**src/rtl/gmp_round_ctrl_if.sv**
```systemverilog
// Signal bundle between the round sequencer and its surroundings.
//   start, submit     : player controls (board -> sequencer)
//   switch            : player answer, binary
//   lfsr_val, lfsr_en : operand source and its step pulse
//   led               : operand currently displayed
//   phase             : 0 IDLE, 1 SHOW, 2 INPUT, 3 CHECK, 4 RESULT
//   expected          : running operand sum mod 100
//   result_valid/_correct : verdict of the last round
//   score_tens/_units : saturating BCD score
// master = board/LFSR side, slave = the sequencer.
interface gmp_round_ctrl_if;
  logic       start;
  logic       submit;
  logic [6:0] switch;
  logic [6:0] lfsr_val;
  logic       lfsr_en;
  logic [6:0] led;
  logic [2:0] phase;
  logic [6:0] expected;
  logic       result_valid;
  logic       result_correct;
  logic [3:0] score_tens;
  logic [3:0] score_units;

  modport master (
    output start, submit, switch, lfsr_val,
    input  lfsr_en, led, phase, expected, result_valid, result_correct,
           score_tens, score_units
  );

  modport slave (
    input  start, submit, switch, lfsr_val,
    output lfsr_en, led, phase, expected, result_valid, result_correct,
           score_tens, score_units
  );
endinterface

```
**src/rtl/gmp_round_ctrl.sv**
```systemverilog
// Round sequencer for the mental-math game.
// Steps an external LFSR NUM_TERMS times, holding each operand on led for
// SHOW_CYCLES, accumulates the sum mod 100, opens an INPUT_CYCLES answer
// window, judges the player's switch value and keeps a saturating BCD score.
// Ports:
//   clk   : system clock, rising edge
//   rst   : asynchronous reset, active low
//   bus   : gmp_round_ctrl_if.slave (see interface file for signal list)
// All outputs are registered.
module gmp_round_ctrl #(
  parameter int NUM_TERMS     = 4,
  parameter int SHOW_CYCLES   = 4,
  parameter int INPUT_CYCLES  = 6,
  parameter int RESULT_CYCLES = 4
) (
  input logic            clk,
  input logic            rst,
  gmp_round_ctrl_if.slave bus
);

  typedef enum logic [2:0] {
    IDLE   = 3'd0,
    SHOW   = 3'd1,
    INPUT  = 3'd2,
    CHECK  = 3'd3,
    RESULT = 3'd4
  } state_e;

  localparam logic [3:0] TERM_LAST   = 4'(NUM_TERMS - 1);
  localparam logic [7:0] SHOW_LAST   = 8'(SHOW_CYCLES - 1);
  localparam logic [7:0] INPUT_LAST  = 8'(INPUT_CYCLES - 1);
  localparam logic [7:0] RESULT_LAST = 8'(RESULT_CYCLES - 1);

  state_e     state_q, state_d;
  logic [3:0] k_q;                 // term index
  logic [7:0] d_q;                 // dwell counter within a term
  logic [7:0] w_q;                 // answer window counter
  logic [7:0] r_q;                 // verdict hold counter
  logic [6:0] expected_q;
  logic [6:0] led_q;
  logic [6:0] answer_q;            // switch value captured on submit
  logic       timeout_q;
  logic       lfsr_en_q;
  logic       result_valid_q;
  logic       result_correct_q;
  logic [3:0] tens_q;
  logic [3:0] units_q;

  logic       round_start;
  logic       show_tick;
  logic       show_last;
  logic       lfsr_en_d;
  logic       correct;
  logic       score_max;
  logic [7:0] sum_raw;
  logic [7:0] sum_once;
  logic [6:0] sum_mod;

  // State register.
  always_ff @(posedge clk or negedge rst) begin
    // NOTE: sequential state uses non-blocking assignments so every register
    // samples pre-edge values regardless of block ordering.
    if (!rst) state_q <= IDLE;
    else      state_q <= state_d;
  end

  // Next-state logic.
  always_comb begin
    // NOTE: state_d gets a default before the case so no path can infer a latch.
    state_d = state_q;
    case (state_q)
      IDLE:    if (bus.start) state_d = SHOW;
      SHOW:    if (d_q == SHOW_LAST && k_q == TERM_LAST) state_d = INPUT;
      INPUT:   if (bus.submit || w_q == INPUT_LAST) state_d = CHECK;
      CHECK:   state_d = RESULT;
      RESULT:  if (r_q == RESULT_LAST) state_d = IDLE;
      default: state_d = IDLE;
    endcase
  end

  // Output / datapath decode.
  always_comb begin
    round_start = (state_q == IDLE) && bus.start;
    show_tick   = (state_q == SHOW) && (d_q == 8'd0);
    show_last   = (state_q == SHOW) && (d_q == SHOW_LAST);
    // lfsr_en is registered, so raise it one cycle ahead of every d==0 cycle:
    // on the start cycle and at the end of each term that is not the last.
    lfsr_en_d   = round_start || (show_last && (k_q != TERM_LAST));
    // A 7-bit answer of 100..127 never equals expected (always < 100).
    correct     = !timeout_q && (answer_q == expected_q);
    score_max   = (tens_q == 4'd9) && (units_q == 4'd9);
    // Sum is at most 99 + 127 = 226, so two conditional subtractions suffice.
    sum_raw     = {1'b0, expected_q} + {1'b0, bus.lfsr_val};
    sum_once    = (sum_raw >= 8'd100) ? sum_raw - 8'd100 : sum_raw;
    sum_mod     = (sum_once >= 8'd100) ? 7'(sum_once - 8'd100) : sum_once[6:0];
  end

  // Counters and registered outputs.
  always_ff @(posedge clk or negedge rst) begin
    if (!rst) begin
      k_q              <= '0;
      d_q              <= '0;
      w_q              <= '0;
      r_q              <= '0;
      expected_q       <= '0;
      led_q            <= '0;
      answer_q         <= '0;
      timeout_q        <= 1'b0;
      lfsr_en_q        <= 1'b0;
      result_valid_q   <= 1'b0;
      result_correct_q <= 1'b0;
      tens_q           <= '0;
      units_q          <= '0;
    end else begin
      lfsr_en_q      <= lfsr_en_d;
      result_valid_q <= (state_d == RESULT);

      case (state_q)
        IDLE: begin
          if (round_start) begin
            expected_q <= '0;
            k_q        <= '0;
            d_q        <= '0;
            led_q      <= '0;
          end
        end

        SHOW: begin
          // lfsr_val is the pre-step value here; the LFSR steps on this edge.
          if (show_tick) begin
            led_q      <= bus.lfsr_val;
            expected_q <= sum_mod;
          end
          if (show_last) begin
            d_q <= '0;
            if (k_q == TERM_LAST) begin
              led_q <= '0;
              w_q   <= '0;
            end else begin
              k_q <= k_q + 4'd1;
            end
          end else begin
            d_q <= d_q + 8'd1;
          end
        end

        INPUT: begin
          // submit on the final window cycle still counts as an answer.
          if (bus.submit) begin
            answer_q  <= bus.switch;
            timeout_q <= 1'b0;
          end else if (w_q == INPUT_LAST) begin
            timeout_q <= 1'b1;
          end else begin
            w_q <= w_q + 8'd1;
          end
        end

        CHECK: begin
          result_correct_q <= correct;
          r_q              <= '0;
          if (correct && !score_max) begin
            if (units_q == 4'd9) begin
              units_q <= '0;
              tens_q  <= tens_q + 4'd1;
            end else begin
              units_q <= units_q + 4'd1;
            end
          end
        end

        RESULT: begin
          if (r_q == RESULT_LAST) result_correct_q <= 1'b0;
          else                    r_q <= r_q + 8'd1;
        end

        default: ;
      endcase
    end
  end

  assign bus.phase          = state_q;
  assign bus.lfsr_en        = lfsr_en_q;
  assign bus.led            = led_q;
  assign bus.expected       = expected_q;
  assign bus.result_valid   = result_valid_q;
  assign bus.result_correct = result_correct_q;
  assign bus.score_tens     = tens_q;
  assign bus.score_units    = units_q;

endmodule

```
**src/flat_wrapper.sv**
```systemverilog
// flat-port wrapper written by rule: the top's interface ports become plain ports
module gmp_round_ctrl_flat 
#(
  parameter int NUM_TERMS     = 4,
  parameter int SHOW_CYCLES   = 4,
  parameter int INPUT_CYCLES  = 6,
  parameter int RESULT_CYCLES = 4
)
  (clk, rst, bus_start, bus_submit, bus_switch, bus_lfsr_val, bus_lfsr_en, bus_led, bus_phase, bus_expected, bus_result_valid, bus_result_correct, bus_score_tens, bus_score_units);
  gmp_round_ctrl_if bus_i ();
  input logic clk;
  input logic rst;
  input wire logic [$bits(bus_i.start)-1:0] bus_start;
  input wire logic [$bits(bus_i.submit)-1:0] bus_submit;
  input wire logic [$bits(bus_i.switch)-1:0] bus_switch;
  input wire logic [$bits(bus_i.lfsr_val)-1:0] bus_lfsr_val;
  output wire logic [$bits(bus_i.lfsr_en)-1:0] bus_lfsr_en;
  output wire logic [$bits(bus_i.led)-1:0] bus_led;
  output wire logic [$bits(bus_i.phase)-1:0] bus_phase;
  output wire logic [$bits(bus_i.expected)-1:0] bus_expected;
  output wire logic [$bits(bus_i.result_valid)-1:0] bus_result_valid;
  output wire logic [$bits(bus_i.result_correct)-1:0] bus_result_correct;
  output wire logic [$bits(bus_i.score_tens)-1:0] bus_score_tens;
  output wire logic [$bits(bus_i.score_units)-1:0] bus_score_units;
  assign bus_i.start = bus_start;
  assign bus_i.submit = bus_submit;
  assign bus_i.switch = bus_switch;
  assign bus_i.lfsr_val = bus_lfsr_val;
  assign bus_lfsr_en = bus_i.lfsr_en;
  assign bus_led = bus_i.led;
  assign bus_phase = bus_i.phase;
  assign bus_expected = bus_i.expected;
  assign bus_result_valid = bus_i.result_valid;
  assign bus_result_correct = bus_i.result_correct;
  assign bus_score_tens = bus_i.score_tens;
  assign bus_score_units = bus_i.score_units;
  gmp_round_ctrl #(.NUM_TERMS(NUM_TERMS), .SHOW_CYCLES(SHOW_CYCLES), .INPUT_CYCLES(INPUT_CYCLES), .RESULT_CYCLES(RESULT_CYCLES)) u_core (.clk(clk), .rst(rst), .bus(bus_i));
endmodule
```
**config.mk**
```make
export PLATFORM = sky130hd
export DESIGN_NAME = gmp_round_ctrl_flat
export DESIGN_NICKNAME = d
export VERILOG_FILES = /design/src/rtl/gmp_round_ctrl_if.sv /design/src/rtl/gmp_round_ctrl.sv /design/src/flat_wrapper.sv
export SDC_FILE = /design/constraint.sdc
export NUM_CORES = 1
export LEC_CHECK = 0
export CAP_MARGIN = 20
export CORE_ASPECT_RATIO = 2
export CORE_MARGIN = 8
export CORE_UTILIZATION = 52
export CTS_BUF_LIST = sky130_fd_sc_hd__clkbuf_8
export DETAILED_ROUTE_END_ITERATION = 10
export GPL_TIMING_DRIVEN = 0
export HOLD_SLACK_MARGIN = 0.15
export PLACE_DENSITY = 0.75
export SYNTH_ARGS = -nofsm -noshare
export SYNTH_HDL_FRONTEND = slang
export SYNTH_SLANG_ARGS = --single-unit
export TNS_END_PERCENT = 5
```
**constraint.sdc**
```tcl
create_clock -name clk -period 5.1 [get_ports clk]
set_input_delay 0.51 -clock clk [delete_from_list [all_inputs] [get_ports clk]]
set_output_delay 0.51 -clock clk [all_outputs]
set_load 0.01 [all_outputs]
```
==> results of run 1 <==
==> stage by stage <==
| stage | instance area (um2) | util (%) | cells | total power (uW) |
|---|---|---|---|---|
| floorplan | 3990 | - | 425 | 1750 |
| global placement | 4550 | 60.8 | 564 | 2110 |
| detailed placement | 4550 | 60.8 | 564 | 2130 |
| CTS | 4740 | 63.3 | 579 | 2560 |
| global route | 4740 | 63.3 | 579 | 2790 |
| finish | 4740 | 63.3 | 579 | 2560 |
==> cell families after synthesis <==
logic type | synth area share (%)
mux | 4.02
simple gates | 23.8
compound gates | 15.8
xor+xnor | 7.12
buf+inv | 3.30
fa+ha+maj | 5.84
flops | 40.2
==> power groups by stage <==
stage / Combinational [uW] / Sequential, uW / Clock (uW)
after detailed placement: 1380 / 750 / 0
after CTS: 1400 / 742 / 425
after floorplan: 1000 / 742 / 0
after global placement: 1360 / 748 / 0
final: 1400 / 741 / 420
after global routing: 1580 / 758 / 449
==> routing by layer <==
metal  vias to the layer above  track usage, %  share of wire, %
met3                        11            4.06               4.7
met1                      1572            23.2                47
met2                        76            25.9                46
li1                       1660               -                 -
met5                         -               0                 0
met4                         0            6.49               1.4
==> cells in the final DEF (no fill, tap or decap), types with 14 or more instances in the layout <==
cell type and instances:
nand3_1 31, nor2_1 37, a21oi_1 14, clkdlybuf4s50_1 44, ha_1 17, xor2_1 16, clkbuf_8 14, o21ai_0 34
dfrtp_1 64, nand2_1 38
==> worst paths after layout <==
path | end | slack [ps] | start | depth (start not counted)
worst max-delay path | u_core.bus.expected[6] | 670 | bus_lfsr_val[0] | 17
worst min-delay path | u_core.bus.score_units[3] | 230 | rst | 1
worst max register to register | u_core.bus.expected[6] | 890 | u_core.bus.expected[0] | 16
worst min register to register | u_core.d_q[7] | 490 | u_core.d_q[7] | 1
max in group asynchronous | u_core.bus.led[1] | 4330 | rst | 1
min in group clk | u_core.d_q[7] | 490 | u_core.d_q[7] | 1
==> area by class of cell <==
type	count	area, um2	area share (%)
flip-flops and latches	64	1600	33.8
repair buffers	45	448	9.44
inverters	12	45.0	0.950
well taps	94	118	2.48
clock buffers	13	179	3.77
plain buffers	14	86.3	1.82
clock inverters	2	12.5	0.264
multi-input cells	335	2250	47.5
==> sequential cells by signal (all words and copies together), names as in the netlist, 4 cells and up <==
register	cells
u_core.k_q	4
u_core.bus.expected	7
u_core.w_q	8
u_core.r_q	8
u_core.bus.led	7
u_core.bus.score_tens	4
u_core.d_q	8
u_core.bus.score_units	4
u_core.answer_q	7
==> worst max-delay path, cell delays in order <==
cell	delay, ps
clkdlybuf4s50_1	500
ha_1	200
inv_1	70
fa_1	370
nand2b_1	100
and2_0	260
clkinv_1	280
ha_1	250
buf_2	170
nor2b_1	170
a211o_1	290
o311a_1	290
a2111o_1	310
o311ai_0	210
o221ai_1	240
nand2b_1	190
a311oi_1	250
==> flow_summary_export.csv, run 1 <==
group,metric,value,unit
power_and_ir_drop,power.share.switching,43.2,%
power_and_ir_drop,ir_drop,0.000402,V
yosys,synth-edff-count,0,
clocking,cts_setup_buffers,0,
critical_path,end_kind,"flop",
clocking,h-tree-depth,3,
final_layout,final_nets,517,
timing,tightestPinTransition,865,ps
placed_design,dp_slack,384,ps
timing,whs,229,ps
power_and_ir_drop,p_int,1450,uW
timing,skew,8.16,ps
power_and_ir_drop,seq_power_share,29.0,%
final_layout,syn2layout_area_growth,19.0,%
power_and_ir_drop,p_sw,1100,uW
final_layout,antenna_cells,0,
global_routing,grt_pass1_wl,15300,um
yosys,seq_area_frac_synth,40.2,%
timing,min_period,4430,ps
final_layout,drive_gt1_share,10.7,%
yosys,yosys-top-cells-count,"64 x dfrtp_1, 38 x nand2_1, 37 x nor2_1",
job,maxCapViolations,0,
detailed_routing,wl_per_cell,15.5,um
global_routing,grt_pass1_vias,3142,
worst_hold_path,timing.hold.worst.class,"in -> async",
clocking,cts.sinks,64,
timing,rsz0062_at_grt,"no",
detailed_routing,drt_iter0_drc,225,
yosys,synth.avg_cell_area,9.38,um2
final_layout,fillers,666,
floorplanning,die_h,140,um
timing,setup_ws,671,ps
timing,maxSlewHeadroom,41.8,%
placed_design,io_buffer_count,45,
yosys,yosysTopAreaCellShare,40.2,%
clocking,cts_made_buffers,9,
detailed_routing,wl,8960,um
detailed_routing,drtPass1Iterations,4,
outcome,status,"complete, no violations",
timing,hold_violations,0,
critical_path,required,5350,ps
global_routing,overflow,0,
power_and_ir_drop,pwr_density_cell,539,mW/mm2
clocking,root_buffer,"clkbuf_8",
yosys,ys.warnings.count,0,
global_routing,grtUsageTotal,17.2,%
power_and_ir_drop,p_comb_share,54.6,%
critical_path,critPathLaunchType,"primary input",
yosys,ys_seq_elements,64,
yosys,synth_nets,461,
critical_path,crit_type,"in -> reg",
power_and_ir_drop,p_leak,0.00210,uW
clocking,clk_latency,350,ps
power_and_ir_drop,pwr-share-clk,16.4,%
floorplanning,io_pins,46,
clocking,cts_buffer_depth,2,
clocking,ctsHoldBuffers,0,
floorplanning,die_area,0.0109,mm2
yosys,syn-cell-area,0.00399,mm2
clocking,clk_pin_slew,70,ps
global_routing,grt_max_degree,65,
critical_path,crit_fanout,10,
clocking,cts_resized,0,
yosys,synth_cells,425,
yosys,ys_async_sr_fraction,100,%
yosys,synth_ff_type,"dfrtp_1",
yosys,synthTopCellsByArea,"dfrtp_1 40%, ha_1 5.3%, o21ai_0 4.3%",
detailed_routing,drc,0,
placed_design,routabilityCongestion,0.914,
floorplanning,fp.coreArea,0.00749,mm2
floorplanning,rows,45,
floorplanning,die_x,77.9,um
yosys,yosysMostFrequentCell,"dfrtp_1",
detailed_routing,vias_per_cell,5.73,
detailed_routing,vias,3319,
yosys,synth_top_area_cell,"dfrtp_1",
global_routing,antenna_found_initial,0,
clocking,cts_tree,"done",
timing,fmax,226,MHz
yosys,yosysUniqueCellTypes,73,
timing,setup_viol,0,
critical_path,worstPathArrival,4680,ps
detailed_routing,ant_nets,0,
timing,period_share,86.8,%
placed_design,dpl.hpwl,6640,um
timing,tns,0,ps
timing,slew_viol_final,0,
floorplanning,start_util,53.2,%
Power figures use the tool's default switching activity.
==> run 2: changes to the inputs <==
--- a/config.mk
+++ b/config.mk
@@ -10,8 +10,8 @@
 export CORE_MARGIN = 8
 export CORE_UTILIZATION = 52
 export CTS_BUF_LIST = sky130_fd_sc_hd__clkbuf_8
+export CTS_CLUSTER_SIZE = 8
 export DETAILED_ROUTE_END_ITERATION = 10
-export GPL_TIMING_DRIVEN = 0
 export HOLD_SLACK_MARGIN = 0.15
 export PLACE_DENSITY = 0.75
 export SYNTH_ARGS = -nofsm -noshare
==> constraint.sdc (replaced) <==
create_clock -name clk -period 5.1 [get_ports clk]
set_input_delay 1.53 -clock clk [delete_from_list [all_inputs] [get_ports clk]]
set_output_delay 1.53 -clock clk [all_outputs]
set_load 0.01 [all_outputs]
==> run 2 against run 1 <==
Sequential cell count stayed put; largest power group unchanged; via count is 0.99% higher; sequential share of layout area down 0.17 points.
==> flow_summary_export.csv, run 2 (same netlist as run 1, synthesis figures left out) <==
group,metric,value,unit
floorplanning,start_util,53.2,%
final_layout,largestRegisters,"u_core.d_q (8), u_core.r_q (8), u_core.w_q (8)",
timing,skew,11.1,ps
worst_hold_path,hold_depth,1,
outcome,status,"complete, no violations",
critical_path,required,5350,ps
detailed_routing,vias_per_cell,5.78,
global_routing,overflow,0,
worst_hold_path,hp-start,"u_core.d_q[7]",
clocking,root_buffer,"clkbuf_8",
timing,setup_viol,0,
timing,maxSlewHeadroom,35.3,%
power_and_ir_drop,ir_drop,0.000408,V
global_routing,grt_pass1_vias,3167,
critical_path,critPathLaunchType,"primary input",
power_and_ir_drop,power,2650,uW
clocking,cts_setup_buffers,0,
placed_design,placed_area,0.00457,mm2
clocking,cts_buffer_depth,2,
floorplanning,rows,45,
global_routing,grtUsageTotal,17.2,%
power_and_ir_drop,p_leak,0.00214,uW
critical_path,regToRegEndpoint,"u_core.bus.expected[6]",
global_routing,antenna_found_initial,0,
critical_path,crit_fanout,4,
clocking,cts_resized,0,
timing,slew_viol_final,0,
critical_path,crit_type,"in -> reg",
critical_path,worstReg2RegStart,"u_core.bus.expected[0]",
placed_design,routabilityCongestion,0.968,
global_routing,grt_pass1_wl,15200,um
worst_hold_path,timing.hold.worst.class,"reg -> reg",
detailed_routing,wl,9100,um
timing,tightestPinTransition,970,ps
clocking,cts.sinks,64,
clocking,cts_made_buffers,9,
floorplanning,io_pins,46,
final_layout,final_nets,517,
power_and_ir_drop,pwr_density_cell,555,mW/mm2
critical_path,end_kind,"flop",
critical_path,worstPathArrival,5100,ps
critical_path,rr_worst_depth,15,
worst_hold_path,whs_endpoint,"u_core.d_q[7]",
critical_path,r2r_setup_slack,1440,ps
final_layout,final_common_cell,"dfrtp_1",
clocking,h-tree-depth,3,
clocking,ctsHoldBuffers,0,
detailed_routing,drc,0,
floorplanning,die_h,140,um
detailed_routing,wl_per_cell,15.7,um
floorplanning,die_x,77.9,um
global_routing,grt_max_degree,44,
clocking,clk_pin_slew,70,ps
placed_design,dpl.hpwl,6670,um
timing,hold_violations,0,
final_layout,fillers,647,
timing,min_period,4840,ps
timing,period_share,95.0,%
detailed_routing,vias,3352,
detailed_routing,drt_iter0_drc,227,
detailed_routing,ant_nets,0,
timing,fmax,206,MHz
job,maxCapViolations,0,
final_layout,antenna_cells,0,
final_layout,drive_gt1_share,11.7,%
detailed_routing,drtPass1Iterations,4,
final_layout,final_cell_mix,"64 x dfrtp_1, 44 x clkdlybuf4s50_1, 38 x nand2_1",
final_layout,fin_area,0.00477,mm2
clocking,clk_latency,350,ps
floorplanning,fp.coreArea,0.00749,mm2
final_layout,syn2layout_area_growth,19.6,%
floorplanning,die_area,0.0109,mm2
timing,rsz0062_at_grt,"no",
clocking,cts_tree,"done",
placed_design,io_buffer_count,45,
[run 2: changes by cell type in the layout (fill, tap and decap cells not counted)]
cell | before | now
buf_2 | 3 | 1
buf_4 | 2 | 14
buf_6 | 2 | 0
bufinv_16 | 0 | 1
clkbuf_1 | 6 | 0
clkbuf_2 | 1 | 0
clkbuf_8 | 14 | 11
clkinv_2 | 1 | 2
clkinvlp_4 | 1 | 0
inv_1 | 11 | 13
[run 2: per-layer routing]
layer	routed length [um]	global-route usage [%]	vias up
li1	-	-	1648
met1	4330	23.1	1633
met3	350	4.58	12
met5	0	0	-
met2	4260	25.4	59
met4	156	7.18	0
[run 2: how the worst max path moves through the flow]
stage | start | end | slack, ps | depth (start not counted)
final | bus_lfsr_val[0] | u_core.bus.expected[6] | 260 | 16
after global routing | bus_lfsr_val[0] | u_core.bus.expected[3] | 80 | 16
after CTS | bus_lfsr_val[0] | u_core.bus.expected[6] | 260 | 16
after detailed placement | bus_lfsr_val[0] | u_core.bus.expected[6] | -90 | 16
after global placement | bus_lfsr_val[0] | u_core.bus.expected[6] | 10 | 16
after floorplan | bus_lfsr_val[0] | u_core.bus.expected[6] | 320 | 16
[run 2: critical path, cell delays in order]
cell and delay [ps]:
clkdlybuf4s50_1 480, ha_1 170, inv_1 60, fa_1 380
nand2b_1 110, and2_0 190, clkinv_1 100, ha_1 230
nor2b_1 150, a211o_1 310, o311a_1 280, a2111o_1 300
o311ai_0 160, o221ai_1 210, nand2b_1 180, a311oi_1 250
[run 2: layout make-up]
cell class	count	area [um2]	area share (%)
well taps	94	118	2.47
clock buffers	11	151	3.18
multi-input cells	335	2250	47.3
flip-flops and latches	64	1600	33.6
clock inverters	5	47.5	0.997
repair buffers	59	551	11.5
inverters	12	45.0	0.945
[run 2: where the power goes]
part / internal, uW / switching, uW
sequential: 620 / 122
clock: 247 / 191
combinational: 663 / 803
total: 1530 / 1120
[run 2: stage by stage]
stage	setup WS, ps	TNS, ps	hold slack, ps	std cells	utilization [%]
final	256	0	493	580	63.7
after global routing	75.6	0	503	580	63.7
after CTS	259	0	489	580	63.7
after detailed placement	-92.3	-97.0	478	564	61.0
after global placement	13.4	0	472	564	61.0
after floorplan	318	0	447	425	-
==> run 3: changes to the inputs <==
--- a/config.mk
+++ b/config.mk
@@ -5,8 +5,7 @@
 export SDC_FILE = /design/constraint.sdc
 export NUM_CORES = 1
 export LEC_CHECK = 0
-export CAP_MARGIN = 20
-export CORE_ASPECT_RATIO = 2
+export CORE_ASPECT_RATIO = 1.4
 export CORE_MARGIN = 8
 export CORE_UTILIZATION = 52
 export CTS_BUF_LIST = sky130_fd_sc_hd__clkbuf_8
==> run 3 against run 2 <==
Die area shrank 1.2%; register-to-register slack worse by 80 ps; first-iteration DRC count shrank 13%; largest cell class unchanged; largest power group unchanged.
==> flow_summary_export.csv, run 3 (same netlist as run 1, synthesis figures left out) <==
group,metric,value,unit
outcome,status,"complete, no violations",
critical_path,end_kind,"flop",
detailed_routing,ant_nets,0,
final_layout,final_nets,517,
clocking,clk_pin_slew,70,ps
final_layout,drive_gt1_share,12.1,%
final_layout,syn2layout_area_growth,19.5,%
clocking,cts.sinks,64,
timing,whs,484,ps
timing,rsz0062_at_grt,"no",
floorplanning,start_util,52.4,%
critical_path,worstPathArrival,5130,ps
final_layout,largestRegisters,"u_core.d_q (8), u_core.r_q (8), u_core.w_q (8)",
timing,tns,0,ps
detailed_routing,drc,0,
final_layout,antenna_cells,0,
detailed_routing,vias,3375,
placed_design,io_buffer_count,45,
timing,setup_viol,0,
detailed_routing,drtPass1Iterations,4,
timing,tightestPinTransition,790,ps
final_layout,final_common_cell,"dfrtp_1",
timing,slew_viol_final,0,
critical_path,critPathLaunchType,"primary input",
final_layout,final_cells,586,
global_routing,grt_max_degree,37,
clocking,root_buffer,"clkbuf_8",
floorplanning,rows,38,
worst_hold_path,timing.hold.worst.class,"reg -> reg",
power_and_ir_drop,pwr_density_cell,562,mW/mm2
timing,period_share,96.1,%
timing,hold_violations,0,
timing,fmax,204,MHz
critical_path,crit_fanout,4,
clocking,cts_buffer_depth,2,
power_and_ir_drop,p_leak,0.00213,uW
detailed_routing,wl_per_cell,17.1,um
critical_path,required,5330,ps
floorplanning,fp.coreArea,0.00761,mm2
power_and_ir_drop,ir_drop,0.000395,V
clocking,cts_tree,"done",
floorplanning,die_h,120,um
global_routing,overflow,0,
floorplanning,die_x,90,um
detailed_routing,vias_per_cell,5.76,
final_layout,final_cell_mix,"64 x dfrtp_1, 44 x clkdlybuf4s50_1, 38 x nand2_1",
clocking,cts_made_buffers,9,
global_routing,antenna_found_initial,0,
clocking,clk_latency,350,ps
detailed_routing,route.met2.wl,5210,um
global_routing,grtUsageTotal,19.1,%
placed_design,dp.cells,570,
placed_design,routabilityCongestion,0.942,
clocking,h-tree-depth,3,
detailed_routing,highest_layer,"met4",
timing,skew,13.7,ps
detailed_routing,wl_met1,4030,um
timing,setup_ws,197,ps
critical_path,crit_type,"in -> reg",
timing,maxSlewHeadroom,47.3,%
timing,min_period,4900,ps
global_routing,grt_pass1_vias,3471,
global_routing,grt_pass1_wl,16700,um
detailed_routing,drt_iter0_drc,197,
floorplanning,io_pins,46,
placed_design,dp_slack,-150,ps
job,maxCapViolations,0,
detailed_routing,wl,10000,um
detailed_routing,wl_met3,457,um
floorplanning,die_area,0.0108,mm2
placed_design,dpl.hpwl,7670,um
run 3: final timing paths:
| kind | to | slack, ps | cells after the start | from |
|---|---|---|---|---|
| min reg2reg | u_core.bus.score_tens[3] | 480 | 1 | u_core.bus.score_tens[3] |
| max in group asynchronous | u_core.d_q[1] | 2940 | 2 | rst |
| min in group asynchronous | u_core.r_q[4] | 1260 | 1 | rst |
| min | u_core.bus.score_tens[3] | 480 | 1 | u_core.bus.score_tens[3] |
| max | u_core.bus.expected[6] | 200 | 16 | bus_lfsr_val[0] |
| max reg2reg | u_core.bus.expected[6] | 1360 | 15 | u_core.bus.expected[0] |
run 3: layer usage:
layer | track usage [%] | vias up
li1 | - | 1653
met1 | 21.1 | 1612
met2 | 33.9 | 89
met3 | 3.94 | 21
met4 | 9.93 | 0
met5 | 0 | -
run 3: per-stage QoR:
step           util, %  power, uW  cell area [um2]
4_1_cts           62.6       2680             4760
2_1_floorplan        -       1750             3990
5_1_grt           62.6       2870             4760
3_5_place_dp      60.1       2270             4580
3_3_place_gp      60.1       2230             4580
6_report          62.6       2680             4760
run 3: repair_timing:
action | CTS | global route
hold buffers | 0 | 0
gates resized for setup | 0 | 2
setup buffers | 0 | 0
endpoints found under the setup margin | 0 | 4
run 3: where the power goes:
part / leakage (uW) / switching, uW / total [uW] / internal (uW)
clock: 0.000103 / 188 / 400 / 212
sequential: 0.000846 / 132 / 753 / 620
combinational: 0.00118 / 853 / 1520 / 671
total: 0.00213 / 1170 / 2680 / 1500
run 3: final cells by class:
| cell class | instances | area [um2] |
|---|---|---|
| clock buffer | 12 | 165 |
| timing repair buffer | 59 | 551 |
| tap | 100 | 125 |
| clock inverter | 4 | 18.8 |
| sequential | 64 | 1600 |
| multi-input combinational | 335 | 2260 |
| inverter | 12 | 45.0 |
| fill | 655 | 2840 |
run 3: worst max-delay path: stages:
cell	delay, ps
clkdlybuf4s50_1	490
ha_1	180
inv_1	60
fa_1	370
nand2b_1	100
and2_0	170
clkinv_1	110
ha_1	230
nor2b_1	150
a211o_1	310
o311a_1	290
a2111o_1	330
o311ai_0	160
o221ai_1	200
nand2b_1	170
a311oi_1	270
==> edit: new RTL, config.mk and constraints of run 2 <==
Make the reset (`rst`) synchronous in 2 clocked blocks. Comments in the files are not updated.
--- a/src/rtl/gmp_round_ctrl.sv
+++ b/src/rtl/gmp_round_ctrl.sv
@@ -57,7 +57,7 @@
   logic [6:0] sum_mod;
 
   // State register.
-  always_ff @(posedge clk or negedge rst) begin
+  always_ff @(posedge clk) begin
     // NOTE: sequential state uses non-blocking assignments so every register
     // samples pre-edge values regardless of block ordering.
     if (!rst) state_q <= IDLE;
@@ -96,7 +96,7 @@
   end
 
   // Counters and registered outputs.
-  always_ff @(posedge clk or negedge rst) begin
+  always_ff @(posedge clk) begin
     if (!rst) begin
       k_q              <= '0;
       d_q              <= '0;
Behaviour: differs if rst is asserted again (counterexample within 4 cycles, from zero or initial values and one cycle with rst low); with rst held inactive, the same outputs for 10 cycles.
==> edit against run 2 <==
Design area down 4.4%; synthesized area fell by 6.5%; fmax is 4.3% higher; setup slack gained 0.20 ns; total power shrank 32%; critical endpoint is now u_core.bus.expected[2]; global-route usage rose by 3.4 points; critical path depth is 1 lower; synthesized cell count up 4.9%; sequential power decreased by 23%; clock power up 14%; utilization grew 2.0 points; wire length is 8.4% higher; sequential cell count unchanged.
==> edit: results (changes against run 2) <==
Last element of the critical path -> u_core.bus.expected[2] (was u_core.bus.expected[6])
Met2 global-route usage -> 39.39% (was 25.37%)
Outcome -> finished, final reports clean (unchanged)
Final weighted congestion in routability-driven placement -> 0.9036 (was 0.9675)
Global routing usage on met3 -> 2.151% (was 4.581%)
Worst VDD drop -> 0.3443 mV (was 0.4075 mV)
Average wire per standard cell -> 16.58 um (was 15.70 um)
Routed met1 length -> 3444 um (was 4333 um)
First-pass GRT wire length -> 16100 um (was 15240 um)
Worst hold path stage count -> 2 (was 1)
Final hold slack -> 0.4561 ns (was 0.4932 ns)
Met1 track utilization from global routing -> 18.37% (was 23.14%)
Portion of the post-synthesis area used by sequential elements -> 34.39% (was 40.18%)
Launch point of the worst path -> bus_lfsr_val[1] (was bus_lfsr_val[0])
Count of cell types in the netlist -> 63 (was 73)
Leakage Power -> 1.777 nW (was 2.135 nW)
Share of flip-flops with an asynchronous set or reset -> 0% (was 100.0%)
Net count reported at finish -> 536 (was 517)
Total via count after detailed routing -> 3437 (was 3352)
Number of nets produced by synthesis -> 482 (was 461)
Met3 WL -> 238 um (was 350 um)
Iter 0 DRT Violations -> 179 (was 227)
Destination of the worst hold path -> u_core.timeout_q (was u_core.d_q[7])
Switching Power -> 0.6537 mW (was 1.117 mW)
Largest cells by area after synthesis -> sky130_fd_sc_hd__dfxtp_1 34%, sky130_fd_sc_hd__nand2_1 6.1%, sky130_fd_sc_hd__ha_1 5.7%, sky130_fd_sc_hd__xnor2_1 3.3%, sky130_fd_sc_hd__xor2_1 3.3% (was sky130_fd_sc_hd__dfrtp_1 40%, sky130_fd_sc_hd__ha_1 5.3%, sky130_fd_sc_hd__o21ai_0 4.3%, sky130_fd_sc_hd__nand3_1 3.9%, sky130_fd_sc_hd__nand2_1 3.6%)
Slew at the pin closest to its max-slew limit -> 0.7993 ns (was 0.9704 ns)
Flop pwr share -> 31.5% (was 28.1%)
Met2 routed wirelength -> 5726 um (was 4264 um)
Worst flop-to-flop path startpoint -> u_core.bus.expected[1] (was u_core.bus.expected[0])
Synth top cells by count -> 64 x sky130_fd_sc_hd__dfxtp_1, 61 x sky130_fd_sc_hd__nand2_1, 30 x sky130_fd_sc_hd__nor2_1, 20 x sky130_fd_sc_hd__o21ai_0, 18 x sky130_fd_sc_hd__nor2b_1 (was 64 x sky130_fd_sc_hd__dfrtp_1, 38 x sky130_fd_sc_hd__nand2_1, 37 x sky130_fd_sc_hd__nor2_1, 34 x sky130_fd_sc_hd__o21ai_0, 31 x sky130_fd_sc_hd__nand3_1)
Via count of the first global-routing pass -> 3511 (was 3167)
Arrival time worst endpoint -> 4.88 ns (was 5.10 ns)
Stage delay of the slowest cell on the critical path -> 0.51 ns (was 0.48 ns)
Total global routing track utilization -> 20.59% (was 17.22%)
==> edit: cell types whose count changed in the layout (fill, tap and decap cells not counted), moves of 8 or more <==
cell and change:
sky130_fd_sc_hd__a21boi_0 +11, sky130_fd_sc_hd__and2_1 +9, sky130_fd_sc_hd__dfrtp_1 -64, sky130_fd_sc_hd__dfxtp_1 +64, sky130_fd_sc_hd__mux2_2 -8, sky130_fd_sc_hd__nand2_1 +23, sky130_fd_sc_hd__nand3_1 -19, sky130_fd_sc_hd__nor2b_1 +17
sky130_fd_sc_hd__o21ai_0 -14
==> edit: final cells by class <==
| cell class | count | area [sq um] |
|---|---|---|
| fillers | 606 | 2382 |
| multi-input cells | 354 | 2337 |
| flip-flops and latches | 64 | 1281 |
| repair buffers | 56 | 538.0 |
| clock buffers | 12 | 165.2 |
| well taps | 90 | 112.6 |
| clock inverters | 4 | 67.56 |
| inverters | 15 | 56.30 |
==> edit: metrics by stage <==
| stage | total power, mW | setup slack (ns) | utilization (%) | cells |
|---|---|---|---|---|
| final | 1.808 | 0.4555 | 65.68 | 595 |
| after detailed placement | 1.305 | 0.1290 | 62.14 | 578 |
| after CTS | 1.806 | 0.4962 | 65.49 | 594 |
| after global routing | 1.900 | 0.1963 | 65.68 | 595 |
| after global placement | 1.302 | 0.1952 | 62.14 | 578 |
| after floorplan | 1.046 | 0.6917 | - | 446 |
==> edit: logic make-up after synthesis <==
family          synth area share, %
xor+xnor                      7.623
compound gates                18.33
mux                           1.612
buf+inv                       2.888
fa+ha+maj                     6.246
simple gates                  28.91
flops                         34.39
